===== config.mk =====
export PLATFORM = sky130hd
export DESIGN_NAME = inst_fetch_queue
export DESIGN_NICKNAME = d
export VERILOG_FILES = /design/src/rtl/inst_fetch_queue.sv
export SDC_FILE = /design/constraint.sdc
export NUM_CORES = 1
export LEC_CHECK = 0
export BUFFER_PORTS_ARGS = -buffer_cell sky130_fd_sc_hd__buf_4
export CAP_MARGIN = 20
export CORE_MARGIN = 3
export CORE_UTILIZATION = 40
export DETAILED_ROUTE_END_ITERATION = 16
export PLACE_DENSITY_LB_ADDON = 0.1
export SETUP_SLACK_MARGIN = 0.4
export SYNTH_ARGS = -nofsm -noshare
export SYNTH_HDL_FRONTEND = slang
export SYNTH_SLANG_ARGS = --single-unit

===== constraint.sdc =====
create_clock -name clk -period 9.87 [get_ports clk]
set_input_delay 0.987 -clock clk [delete_from_list [all_inputs] [get_ports clk]]
set_output_delay 0.987 -clock clk [all_outputs]
set_load 0.1 [all_outputs]

===== src/rtl/inst_fetch_queue.sv =====
// Instruction prefetch queue: streams even-aligned instruction pairs from a synchronous
// instruction memory into a small circular buffer and hands one pair per fetch_next to the core.
module inst_fetch_queue #(
  parameter int DEPTH = 4,
  parameter int AW    = 9,
  parameter int IW    = 16
) (
  input  logic                       clk,
  input  logic                       rst,
  output logic                       im_en,
  output logic [AW-1:0]              im_maddr,
  input  logic [IW-1:0]              im_rdata0,
  input  logic [IW-1:0]              im_rdata1,
  input  logic                       redirect,
  input  logic [AW-1:0]              redirect_pc,
  input  logic                       fetch_next,
  output logic                       deq_valid,
  output logic [AW-1:0]              deq_pc,
  output logic [IW-1:0]              deq_ir0,
  output logic [IW-1:0]              deq_ir1,
  output logic                       deq_slot0_invalid,
  output logic [$clog2(DEPTH):0]     count
);

  localparam int PW = $clog2(DEPTH);
  localparam int CW = PW + 1;
  localparam logic [CW:0] DEPTH_C = (CW+1)'(DEPTH);

  logic [AW-1:0] fpc;
  logic          inf_v;
  logic [AW-1:0] inf_pc;
  logic          inf_odd;
  logic [PW-1:0] wr_ptr;
  logic [PW-1:0] rd_ptr;

  logic [AW-1:0] pc_mem  [DEPTH];
  logic [IW-1:0] ir0_mem [DEPTH];
  logic [IW-1:0] ir1_mem [DEPTH];
  logic          odd_mem [DEPTH];

  logic          credit_ok;
  logic          issue;
  logic [AW-1:0] issue_addr;
  logic          wr_en;
  logic          fire;

  // Counting the in-flight read as occupied guarantees its return always finds a free slot.
  assign credit_ok  = ({1'b0, count} + (CW+1)'(inf_v)) < DEPTH_C;
  assign issue      = !rst && (redirect || credit_ok);
  assign issue_addr = redirect ? {redirect_pc[AW-1:1], 1'b0} : fpc;
  assign im_en      = issue;
  assign im_maddr   = rst ? '0 : issue_addr;

  assign wr_en     = inf_v && !redirect;
  assign deq_valid = (count != '0);
  assign fire      = deq_valid && fetch_next;

  assign deq_pc            = pc_mem[rd_ptr];
  assign deq_ir0           = ir0_mem[rd_ptr];
  assign deq_ir1           = ir1_mem[rd_ptr];
  assign deq_slot0_invalid = odd_mem[rd_ptr];

  for (genvar gi = 0; gi < DEPTH; gi++) begin : g_entry
    always_ff @(posedge clk or posedge rst) begin
      if (rst) begin
        pc_mem[gi]  <= '0;
        ir0_mem[gi] <= '0;
        ir1_mem[gi] <= '0;
        odd_mem[gi] <= 1'b0;
      end else if (wr_en && (wr_ptr == PW'(gi))) begin
        pc_mem[gi]  <= inf_pc;
        ir0_mem[gi] <= im_rdata0;
        ir1_mem[gi] <= im_rdata1;
        odd_mem[gi] <= inf_odd;
      end
    end
  end

  always_ff @(posedge clk or posedge rst) begin
    if (rst) begin
      fpc     <= '0;
      inf_v   <= 1'b0;
      inf_pc  <= '0;
      inf_odd <= 1'b0;
    end else if (issue) begin
      fpc     <= issue_addr + AW'(2);
      inf_v   <= 1'b1;
      // The tag keeps the unaligned target so the head reports the true branch PC.
      inf_pc  <= redirect ? redirect_pc : issue_addr;
      inf_odd <= redirect & redirect_pc[0];
    end else begin
      inf_v   <= 1'b0;
    end
  end

  always_ff @(posedge clk or posedge rst) begin
    if (rst) begin
      wr_ptr <= '0;
      rd_ptr <= '0;
      count  <= '0;
    end else if (redirect) begin
      wr_ptr <= '0;
      rd_ptr <= '0;
      count  <= '0;
    end else begin
      if (wr_en) wr_ptr <= wr_ptr + PW'(1);
      if (fire)  rd_ptr <= rd_ptr + PW'(1);
      case ({wr_en, fire})
        2'b10:   count <= count + CW'(1);
        2'b01:   count <= count - CW'(1);
        default: count <= count;
      endcase
    end
  end

endmodule


Word-level counts from Yosys, hierarchy flattened
Index checks and enable logic that the tools add are counted.

Bits in registers: 195. Input bits: 45. Word-level logic and storage cells: 75.

$add $sub $neg: 6. Magnitude comparators: 2. Equality and inequality tests: 5. Mux-type cells: 22. Bitwise operators: 2. Reductions and logical operators: 15.

Operator list (number): 16-bit binary-select mux with 2-bit select (2); 16-bit two-way mux (4); 9-bit two-way mux (5); 9-bit binary-select mux with 2-bit select (1); 9-bit by 2-bit adder with 9-bit output, second input constant (1); 2-bit two-way mux (4); 1-bit logical AND (7); 2-bit == test, second input constant (3); 3-bit one-hot mux with 2 select lines (1); 3-bit nonzero test (2); 2-bit by 1-bit adder with 2-bit output, second input constant (2); 3-bit by 1-bit adder with 4-bit output (1); 2-bit by 1-bit == test with 1-bit output, second input constant (2); 4-bit by 3-bit < comparator with 1-bit output, second input constant (1); 2-bit nonzero test (2); 3-bit by 1-bit adder with 3-bit output, second input constant (1); 3-bit greater-or-equal comparator, second input constant (1); 1-bit two-way mux (3); 3-bit two-way mux (1); 2-bit inverter with 3-bit output (1); 3-bit by 1-bit subtractor with 3-bit output, second input constant (1); 1-bit binary-select mux with 2-bit select (1); 1-bit logical NOT (2); 2-bit logical NOT (1); other kinds (2) (2).

Depth between registers and ports, before layout
Gate-level depths: netlist of the first run.

Depth in word-level cells: 5. Gate-level depth with buffers: 10. Depth with buffers taken out: 7.

Worst setup path before layout of the first run
No wires, ideal clock.

Path type: input to output. Start: in rst. End: out im_maddr[0]. Data arrival time: 6.469 ns. Slack: 2.414 ns. Stages: 3. Buffers on the path: 1. Cells stage by stage: buf_2 > inv_1 > and3_1.

Longest elaborated chain between the ends: 1.

RTL lines: start, declared (RTL line 9) `input logic rst,`; 9-bit two-way mux (RTL line 52) `assign im_maddr = rst ? '0 : issue_addr;`; end, declared (RTL line 11) `output logic [AW-1:0] im_maddr,`.

No other way between the ends.

Worst setup path after layout of the first run
Start: in rst. End: out im_en.

Longest elaborated chain between the ends: 2.

RTL lines: 1-bit logical NOT (no line); 1-bit logical AND (RTL line 49) `assign issue = !rst && (redirect || credit_ok);`; end, declared (RTL line 10) `output logic im_en,`.

No other way between the ends.

==> flow_metrics.tcl, run 1 <==
set metrics [dict create \
    min_path_type "flop to flop" \
    final_core_util_pct 47.4 \
    floorplan.die_area_sq_um 24200 \
    critPathLaunchType "primary input" \
    cp_top_family "buffers and inverters" \
    cts_buffers 17 \
    grt_max_degree 110 \
    timing.fmax_mhz 276 \
    syn_inst 581 \
    grt_pass1_wl_um 30600 \
    crit_type "primary input to primary output" \
    syn_area_per_cell_sq_um 15.4 \
    cts.repair.resized 0 \
    worst_ep_required_time_ns 8.88 \
    final_hold_viol_count 0 \
    post-route-min-period_ns 3.62 \
    cp_slowest_cell "inv_8" \
    cts_tree "yes" \
    initial_utilization_pct 40.9 \
    cts_hold_buffers 0 \
    viasPerCell 5.29 \
    path_cells "buf_4 -> inv_8 -> o21ai_4 -> clkinv_1 -> buf_4" \
    vias 5093 \
    cpMostUsedCell "buf_4" \
    nets 723 \
    syn_area_sq_um 8960 \
    clkSinkCount 195 \
    wl_per_cell_um 19.5 \
    slowest_delay_ns 0.51 \
    grt_pass1_vias 5606 \
    ioPinCount 101 \
    htreeDepth 4 \
    num_antenna_cells 0 \
    status "finished, final reports clean" \
    antenna_found_initial 1 \
    antenna_left 0 \
    drv_slew 0 \
    cts_post_setup_buffers_inserted 0 \
    critPathBufInv 4 \
    fin_crit_sh_pct 36.7 \
    max-slew-margin-rel_pct 37.8 \
    clkLatencyLatePin_ns 0.43 \
    wl_um 18800 \
    coreArea_sq_um 21900 \
    cts-root-buf "clkbuf_16" \
    firstDrtPassIters 4 \
    layout-drive-gt1-share_pct 52.9 \
    io_buffers 100 \
    ys_seq_area_share_pct 54.5 \
    area_growth_pct 15.9 \
    drt_iter0_markers 202 \
    grt_setup_unrepaired "false" \
    fin_skew_ns 0.0140 \
    yosys.cell_types.count 51 \
    critPathMaxFanout 109 \
    synth_warnings 0 \
    cts_buffer_depth 2 \
    fp.dieH_um 156 \
    grt_overflow_total 0 \
    drv_cap 0 \
    fin_hold_ws_ns 0.484 \
    worstMarginPinSlew_ns 0.932 \
    synth_fp_nets 632 \
    clk_pin_slew_ns 0.07 \
    setup_viol_count_final 0 \
    setup-tns-final_ns 0 \
    grt_use_total_pct 16.0 \
    post-dp-hpwl_um 11800 \
    worst-endpoint-arrival_ns 2.64 \
    die_x_um 156 \
    drcViolationCount 0 \
    nFillCells 1936 \
    place_congestion 0.777 \
    crit_path_end_kind "primary output" \
    synth-seq-cells 195 \
    row_count 54 \
]
==> per-layer routing <==
metal  vias to the layer above  track usage [%]  share of wire, %
li1                       2323                -                 -
met1                      2669             21.2                46
met2                        83             26.6                49
met3                        16             4.02               3.8
met4                         2             4.13              0.93
met5                         -                0              0.11
==> area by class of cell <==
| class | count | area [sq um] | area share, % |
|---|---|---|---|
| Sequential cell | 195 | 4880 | 47.1 |
| Multi-Input combinational cell | 341 | 3720 | 35.9 |
| Timing Repair Buffer | 107 | 823 | 7.93 |
| Clock buffer | 20 | 447 | 4.30 |
| Tap cell | 280 | 350 | 3.38 |
| Clock inverter | 10 | 104 | 1.00 |
| Inverter | 10 | 45.0 | 0.434 |
==> stage by stage <==
step / area [sq um] / std cells / setup slack [ns]
detailed placement: 9800 / 932 / 6.14
global placement: 9800 / 932 / 6.20
finish: 10400 / 963 / 6.25
CTS: 10300 / 962 / 6.12
global route: 10400 / 963 / 6.00
floorplan: 8960 / 581 / 2.41
==> worst register-to-register path: stages, from the launching register on <==
cell and delay, ns:
dfrtp_1 0.49, and2b_2 0.31, nand2_2 0.35, buf_4 0.52, mux2_2 0.43
==> cell families after synthesis <==
family,synth area share [%]
compound gates,3.28
xor+xnor,0.587
fa+ha+maj,0.922
buf+inv,3.95
flops,54.5
mux,32.6
simple gates,4.13
==> synth_stat cells, drive strengths merged <==
cell type	number	share of area [%]
buf	21	2.1
clkbuf	14	1.5
nand2	27	1.2
xnor2	2	0.20
xor2	4	0.39
nor3	2	0.11
and2b	1	0.098
o211ai	1	0.084
a31oi	3	0.28
clkinv	1	0.042
or3	1	0.070
mux2	165	21
and4	1	0.098
nand3	6	0.45
a21boi	1	0.084
o31ai	1	0.24
o21ai	19	1.2
nand2b	3	0.21
a22oi	1	0.084
nand4b	1	0.098
fa	1	0.22
nor2	16	0.67
nor3b	2	0.17
dfrtp	195	54
or4b	1	0.11
a221oi	3	0.50
mux2i	12	1.3
and3	2	0.14
a22o	1	0.098
nand3b	3	0.39
a21o	2	0.18
a222oi	1	0.11
o221ai	1	0.098
a21oi	6	0.34
ha	5	0.70
nand4	1	0.070
and2	2	0.14
or2	1	0.070
inv	9	0.38
mux4	42	11
==> placed cells by master, fill, tap and decap left out, drive strengths merged, types with 3 or more instances in the layout <==
cell type and n:
clkinvlp 4, dfrtp 195, nand2 27, mux2i 12, xor2 4, nand2b 3, buf 107, mux4 42
a21oi 6, ha 5, nor2 16, a221oi 3, a31oi 3, clkinv 4, inv 11, clkbuf 20
mux2 165, nand3b 3, nand3 6, o21ai 19
==> worst paths after layout <==
| kind | start | end | slack, ns | cells past startpoint |
|---|---|---|---|---|
| max in group asynchronous | rst | rd_ptr[1] | 7.74 | 4 |
| min reg2reg | pc_mem[19] | pc_mem[19] | 0.48 | 2 |
| max | rst | im_en | 6.25 | 5 |
| min | pc_mem[19] | pc_mem[19] | 0.48 | 2 |
| max reg2reg | inf_v | pc_mem[18] | 7.65 | 4 |
| min in group asynchronous | rst | fpc[6] | 0.71 | 2 |
==> registers in the layout, indices dropped and copies added, names as in the netlist <==
| register | cells |
|---|---|
| inf_odd | 1 |
| fpc | 9 |
| inf_v | 1 |
| ir1_mem | 64 |
| odd_mem | 4 |
| inf_pc | 9 |
| pc_mem | 36 |
| rd_ptr | 2 |
| wr_ptr | 2 |
| count | 3 |
| ir0_mem | 64 |
Power of run 1 is not shown: default switching activity piles up to over one toggle a cycle in this logic, so the estimate is an artifact.
==> run 2, diff against run 1 <==
==> constraint.sdc (replaced) <==
create_clock -name clk -period 3.4 [get_ports clk]
set_input_delay 0.34 -clock clk [delete_from_list [all_inputs] [get_ports clk]]
set_output_delay 0.34 -clock clk [all_outputs]
set_load 0.1 [all_outputs]
==> run 2 against run 1 <==
- count of clock-buffer cells in the layout rose by 2
- non-clock buffer count rose by 5
- sequential cell count did not move
- critical path type is now flop to primary output
- largest cell class unchanged
==> flow_metrics.tcl, run 2 (synthesis results as in run 1) <==
set metrics [dict create \
    status "finished, final reports clean" \
    hold_depth 2 \
    htreeDepth 4 \
    cpMostUsedCell "buf_4" \
    drt_iter0_markers 182 \
    drcViolationCount 0 \
    reg2reg_slack_ns 1.32 \
    fp.dieH_um 156 \
    critPathLaunchType "flop" \
    min_path_type "primary input to flop" \
    fin_cells 967 \
    final_hold_viol_count 0 \
    num_antenna_cells 0 \
    antenna_found_initial 0 \
    worstReg2RegEnd "pc_mem[31]" \
    ioPinCount 101 \
    grt_setup_unrepaired "false" \
    clk_pin_slew_ns 0.07 \
    nets 728 \
    cts_hold_buffers 1 \
    layout_common_cells "dfrtp_1 (193), mux2_2 (165), buf_4 (108)" \
    timing.fmax_mhz 375 \
    viasPerCell 5.27 \
    wl_um 18500 \
    holdPathEnd "ir1_mem[10]" \
    slowest_delay_ns 0.74 \
    fin_crit_sh_pct 78.5 \
    holdCritStartpoint "im_rdata1[10]" \
    post-route-min-period_ns 2.67 \
    firstDrtPassIters 4 \
    setup_slack_ns 0.731 \
    timing.rr.start "inf_v" \
    cts_buffer_depth 2 \
    cts_buffers 17 \
    final_common_cell "dfrtp_1" \
    grt_max_degree 196 \
    cp_slowest_cell "dfrtp_4" \
    grt_pass1_wl_um 30400 \
    crit_path_end_kind "primary output" \
    critPathMaxFanout 24 \
    grt_overflow_total 0 \
    coreArea_sq_um 21900 \
    row_count 54 \
    clkSinkCount 195 \
    worstMarginPinSlew_ns 1.03 \
    drv_cap 0 \
    fin_skew_ns 0.00669 \
    area_growth_pct 16.9 \
    clkLatencyLatePin_ns 0.42 \
    io_buffers 100 \
    cts_post_setup_buffers_inserted 0 \
    worst-endpoint-arrival_ns 2.33 \
    pre_cts_slack_ns 1.00 \
    dp.cells 937 \
    reg.largest.list "ir0_mem (64), ir1_mem (64), pc_mem (36)" \
    die_x_um 156 \
    cts-root-buf "clkbuf_16" \
    r2r_cells 4 \
    place_congestion 0.792 \
    floorplan.die_area_sq_um 24200 \
    wl_per_cell_um 19.2 \
    drv_slew 0 \
    vias 5096 \
    cts.repair.resized 0 \
    crit_type "flop to primary output" \
    cts_tree "yes" \
    setup_viol_count_final 0 \
    initial_utilization_pct 40.9 \
    post-dp-hpwl_um 12000 \
    grt_pass1_vias 5501 \
    max-slew-margin-rel_pct 31.2 \
    grt_use_total_pct 16.0 \
    antenna_left 0 \
    worst_ep_required_time_ns 3.06 \
    layout-drive-gt1-share_pct 54.0 \
    path_cells "buf_4 -> mux4_2 -> buf_4" \
]
## run 2: area by class of cell
cell class	instances	area (sq um)
Clock buffer	22	484
Clock inverter	7	76.3
Fill cell	1963	11400
Inverter	10	53.8
Multi-Input combinational cell	341	3740
Sequential cell	195	4880
Tap cell	280	350
Timing Repair Buffer	112	881
## run 2: worst max-delay path by stage
| stage | startpoint | endpoint | cells past startpoint |
|---|---|---|---|
| 6_report | rd_ptr[0] | deq_pc[0] | 3 |
| 5_1_grt | rd_ptr[0] | deq_pc[0] | 3 |
| 4_1_cts | rd_ptr[0] | deq_pc[0] | 3 |
| 3_5_place_dp | redirect | ir1_mem[53] | 5 |
| 3_3_place_gp | redirect | ir1_mem[51] | 5 |
| 2_1_floorplan | rst | im_maddr[0] | 3 |
## run 2: routing by layer
layer  track usage [%]  share of wire, %
met1              21.2                45
met3              3.58               3.9
met4              4.00              0.98
met2              26.9                50
met5                 0                 0
## run 2: metrics by stage
stage          cell area (sq um)  hold slack (ns)  util [%]  TNS [ns]
6_report                   10500            0.173      47.8         0
5_1_grt                    10500            0.153      47.8         0
4_1_cts                    10500            0.153      47.8         0
3_5_place_dp                9900            0.319      45.2         0
3_3_place_gp                9900            0.318      45.2         0
2_1_floorplan               9000            0.445         -    -24.61
## run 2: worst max-delay path, delay by kind of cell, from the launching register on
kind     cells  cell delay, ns
mux          1            0.55
flops        1            0.74
buf+inv      2            0.59
Power of run 2 is left out for the same reason.
==> run 3, diff against run 2 <==
--- a/config.mk
+++ b/config.mk
@@ -5,6 +5,7 @@
 export SDC_FILE = /design/constraint.sdc
 export NUM_CORES = 1
 export LEC_CHECK = 0
+export ABC_AREA = 1
 export BUFFER_PORTS_ARGS = -buffer_cell sky130_fd_sc_hd__buf_4
 export CAP_MARGIN = 20
 export CORE_MARGIN = 3
==> constraint.sdc (replaced) <==
create_clock -name clk -period 2.72 [get_ports clk]
set_input_delay 0.272 -clock clk [delete_from_list [all_inputs] [get_ports clk]]
set_output_delay 0.272 -clock clk [all_outputs]
set_load 0.1 [all_outputs]
==> run 3 against run 2 <==
- via count rose by 36%
- clock skew grew 0.0017 ns
- sequential share of layout area decreased by 0.55 points
- wire length rose by 15%
- sequential cell count unchanged
- non-clock buffer count increased by 4
- cell area grew 1.1%
- first-iteration DRC count up 140%
- core utilization increased by 2.1 points
- count of clock-buffer cells in the layout fell by 4
==> flow_metrics.tcl, run 3 <==
set metrics [dict create \
    cts_hold_buffers 0 \
    drcViolationCount 0 \
    cts_tree "yes" \
    grt_setup_unrepaired "true" \
    synth-seq-cells 195 \
    grt_pass1_wl_um 35600 \
    drv_cap 0 \
    setup-tns-final_ns 0 \
    synth_top_area_share_pct 56.0 \
    synth.most_common_cell "o21ai_0" \
    nets 1152 \
    io_buffers 100 \
    synth_area_leader_cell "dfrtp_1" \
    grt_overflow_total 0 \
    area_growth_pct 21.4 \
    syn_area_sq_um 8720 \
    fin_crit_sh_pct 82.0 \
    final_hold_viol_count 0 \
    clk_pin_slew_ns 0.08 \
    timing.fmax_mhz 448 \
    drt_iter0_markers 432 \
    grt_pass1_vias 6705 \
    fin_cells 1389 \
    row_count 53 \
    globalRouteMet1Util_pct 27.6 \
    grt_use_total_pct 18.5 \
    setup_viol_count_final 0 \
    floorplan.die_area_sq_um 23600 \
    antenna_left 0 \
    antenna_found_initial 0 \
    setup_slack_ns 0.490 \
    syn_area_per_cell_sq_um 8.43 \
    yosys.cell_types.count 30 \
    synth_warnings 0 \
    firstDrtPassIters 5 \
    fp.dieH_um 154 \
    vias 6949 \
    synth_fp_nets 1085 \
    met2_usage_pct 27.9 \
    cts-root-buf "clkbuf_16" \
    finalPower_mw 14.3 \
    initial_utilization_pct 41.1 \
    coreArea_sq_um 21200 \
    syn_inst 1034 \
    worstMarginPinSlew_ns 0.791 \
    final_common_cell "o21ai_0" \
    layout-drive-gt1-share_pct 19.3 \
    layout_common_cells "o21ai_0 (260), nand2_1 (234), dfrtp_1 (194)" \
    synth-edff-count 0 \
    clkSinkCount 195 \
    leakage_nw 5.19 \
    ys_seq_area_share_pct 56.0 \
    post-route-min-period_ns 2.23 \
    cts_buffers 17 \
    reg.largest.list "ir0_mem (64), ir1_mem (64), pc_mem (36)" \
    pre_cts_slack_ns 0.666 \
    worst-endpoint-arrival_ns 1.96 \
    critPathMaxFanout 49 \
    max-slew-margin-rel_pct 47.3 \
    synth_commonest_cells "o21ai_0 (260), nand2_1 (239), dfrtp_1 (195)" \
    synthArstFlopShare_pct 100 \
    synth_area_leaders "dfrtp_1 (56%), o21ai_0 (15%), nand2_1 (10%)" \
    status "finished, final reports clean" \
    synth_ff_type "dfrtp_1" \
    num_antenna_cells 0 \
    p_per_area_nw_per_um2 1350 \
    ir_drop_v 0.000839 \
    ioPinCount 101 \
    crit_path_end_kind "primary output" \
    crit_type "flop to primary output" \
    busiest_layer "met2" \
    final_core_util_pct 49.9 \
    critPathLaunchType "flop" \
    worst_ep_required_time_ns 2.45 \
    post-dp-hpwl_um 12900 \
    die_x_um 154 \
    grt_max_degree 144 \
    drv_slew 0 \
    min_path_type "primary input to flop" \
    viasPerCell 5.00 \
    wl_per_cell_um 15.3 \
    wl_um 21300 \
    fin_skew_ns 0.00840 \
    dp.cells 1357 \
    htreeDepth 4 \
    cts_buffer_depth 2 \
    reg2reg_slack_ns 0.65 \
    clkLatencyLatePin_ns 0.44 \
    grtUsageMet3_pct 4.02 \
    place_congestion 0.761 \
]
run 3: cell type report:
class                           instances  area, sq um
Clock buffer                           18          439
Clock inverter                         14          146
Fill cell                            2092        10600
Inverter                               72          283
Multi-Input combinational cell        699         3530
Sequential cell                       195         4880
Tap cell                              275          344
Timing Repair Buffer                  116          968
run 3: per-stage QoR:
| stage | cell area, sq um | hold slack, ns |
|---|---|---|
| after global placement | 9980 | 0.461 |
| after global routing | 10600 | 0.144 |
| after CTS | 10600 | 0.129 |
| after detailed placement | 9980 | 0.468 |
| final | 10600 | 0.149 |
| after floorplan | 9020 | 0.433 |
run 3: what timing repair did:
| action | in CTS | in global routing |
|---|---|---|
| endpoints found under the setup margin | 30 | 8 |
| buffers inserted | 0 | 0 |
| resized for setup | 3 | 5 |
| cloned | 0 | 0 |
run 3: path summary, 6_finish.rpt:
path	from	depth (start not counted)	endpoint
min in group asynchronous	rst	3	inf_pc[0]
max in group asynchronous	rst	3	ir1_mem[28]
setup reg to reg	count[0]	12	count[2]
hold / removal	im_rdata1[15]	3	ir1_mem[15]
hold reg to reg	ir1_mem[43]	2	ir1_mem[43]
setup / recovery	rd_ptr[0]	4	deq_slot0_invalid
run 3: worst max-delay path: stages, from the launching register on:
cell and delay (ns):
dfrtp_2 0.48, buf_8 0.30, o21ai_0 0.18, o22ai_2 0.20, buf_4 0.32
run 3: cells by family (layout without fill, tap and decap cells):
group                    Yosys count  count (layout)  share of synthesized area [%]
AND/OR/NAND/NOR                  370             370                           16.9
AO/OA/AOI/OAI                    322             322                           19.4
flip-flops                       195             195                           56.0
buffers and inverters            140             220                           6.77
adder cells (fa/ha/maj)            6               6                          0.947
XOR/XNOR                           1               1                          0.100
run 3: report_power, final:
| part | switching (mW) | leakage, nW | internal (mW) |
|---|---|---|---|
| Combinational | 5.56 | 2.39 | 1.77 |
| Clock | 1.19 | 0.293 | 1.33 |
| Sequential | 0.545 | 2.51 | 3.89 |
run 3: metal layers:
metal / routed length, um / vias up / part of all wire [%]
met5: 0 / - / 0
li1: - / 3527 / -
met2: 9560 / 127 / 45
met4: 207 / 0 / 0.97
met3: 859 / 15 / 4.0
met1: 10600 / 3280 / 50
Note: power is estimated with default switching activity, not from simulation.
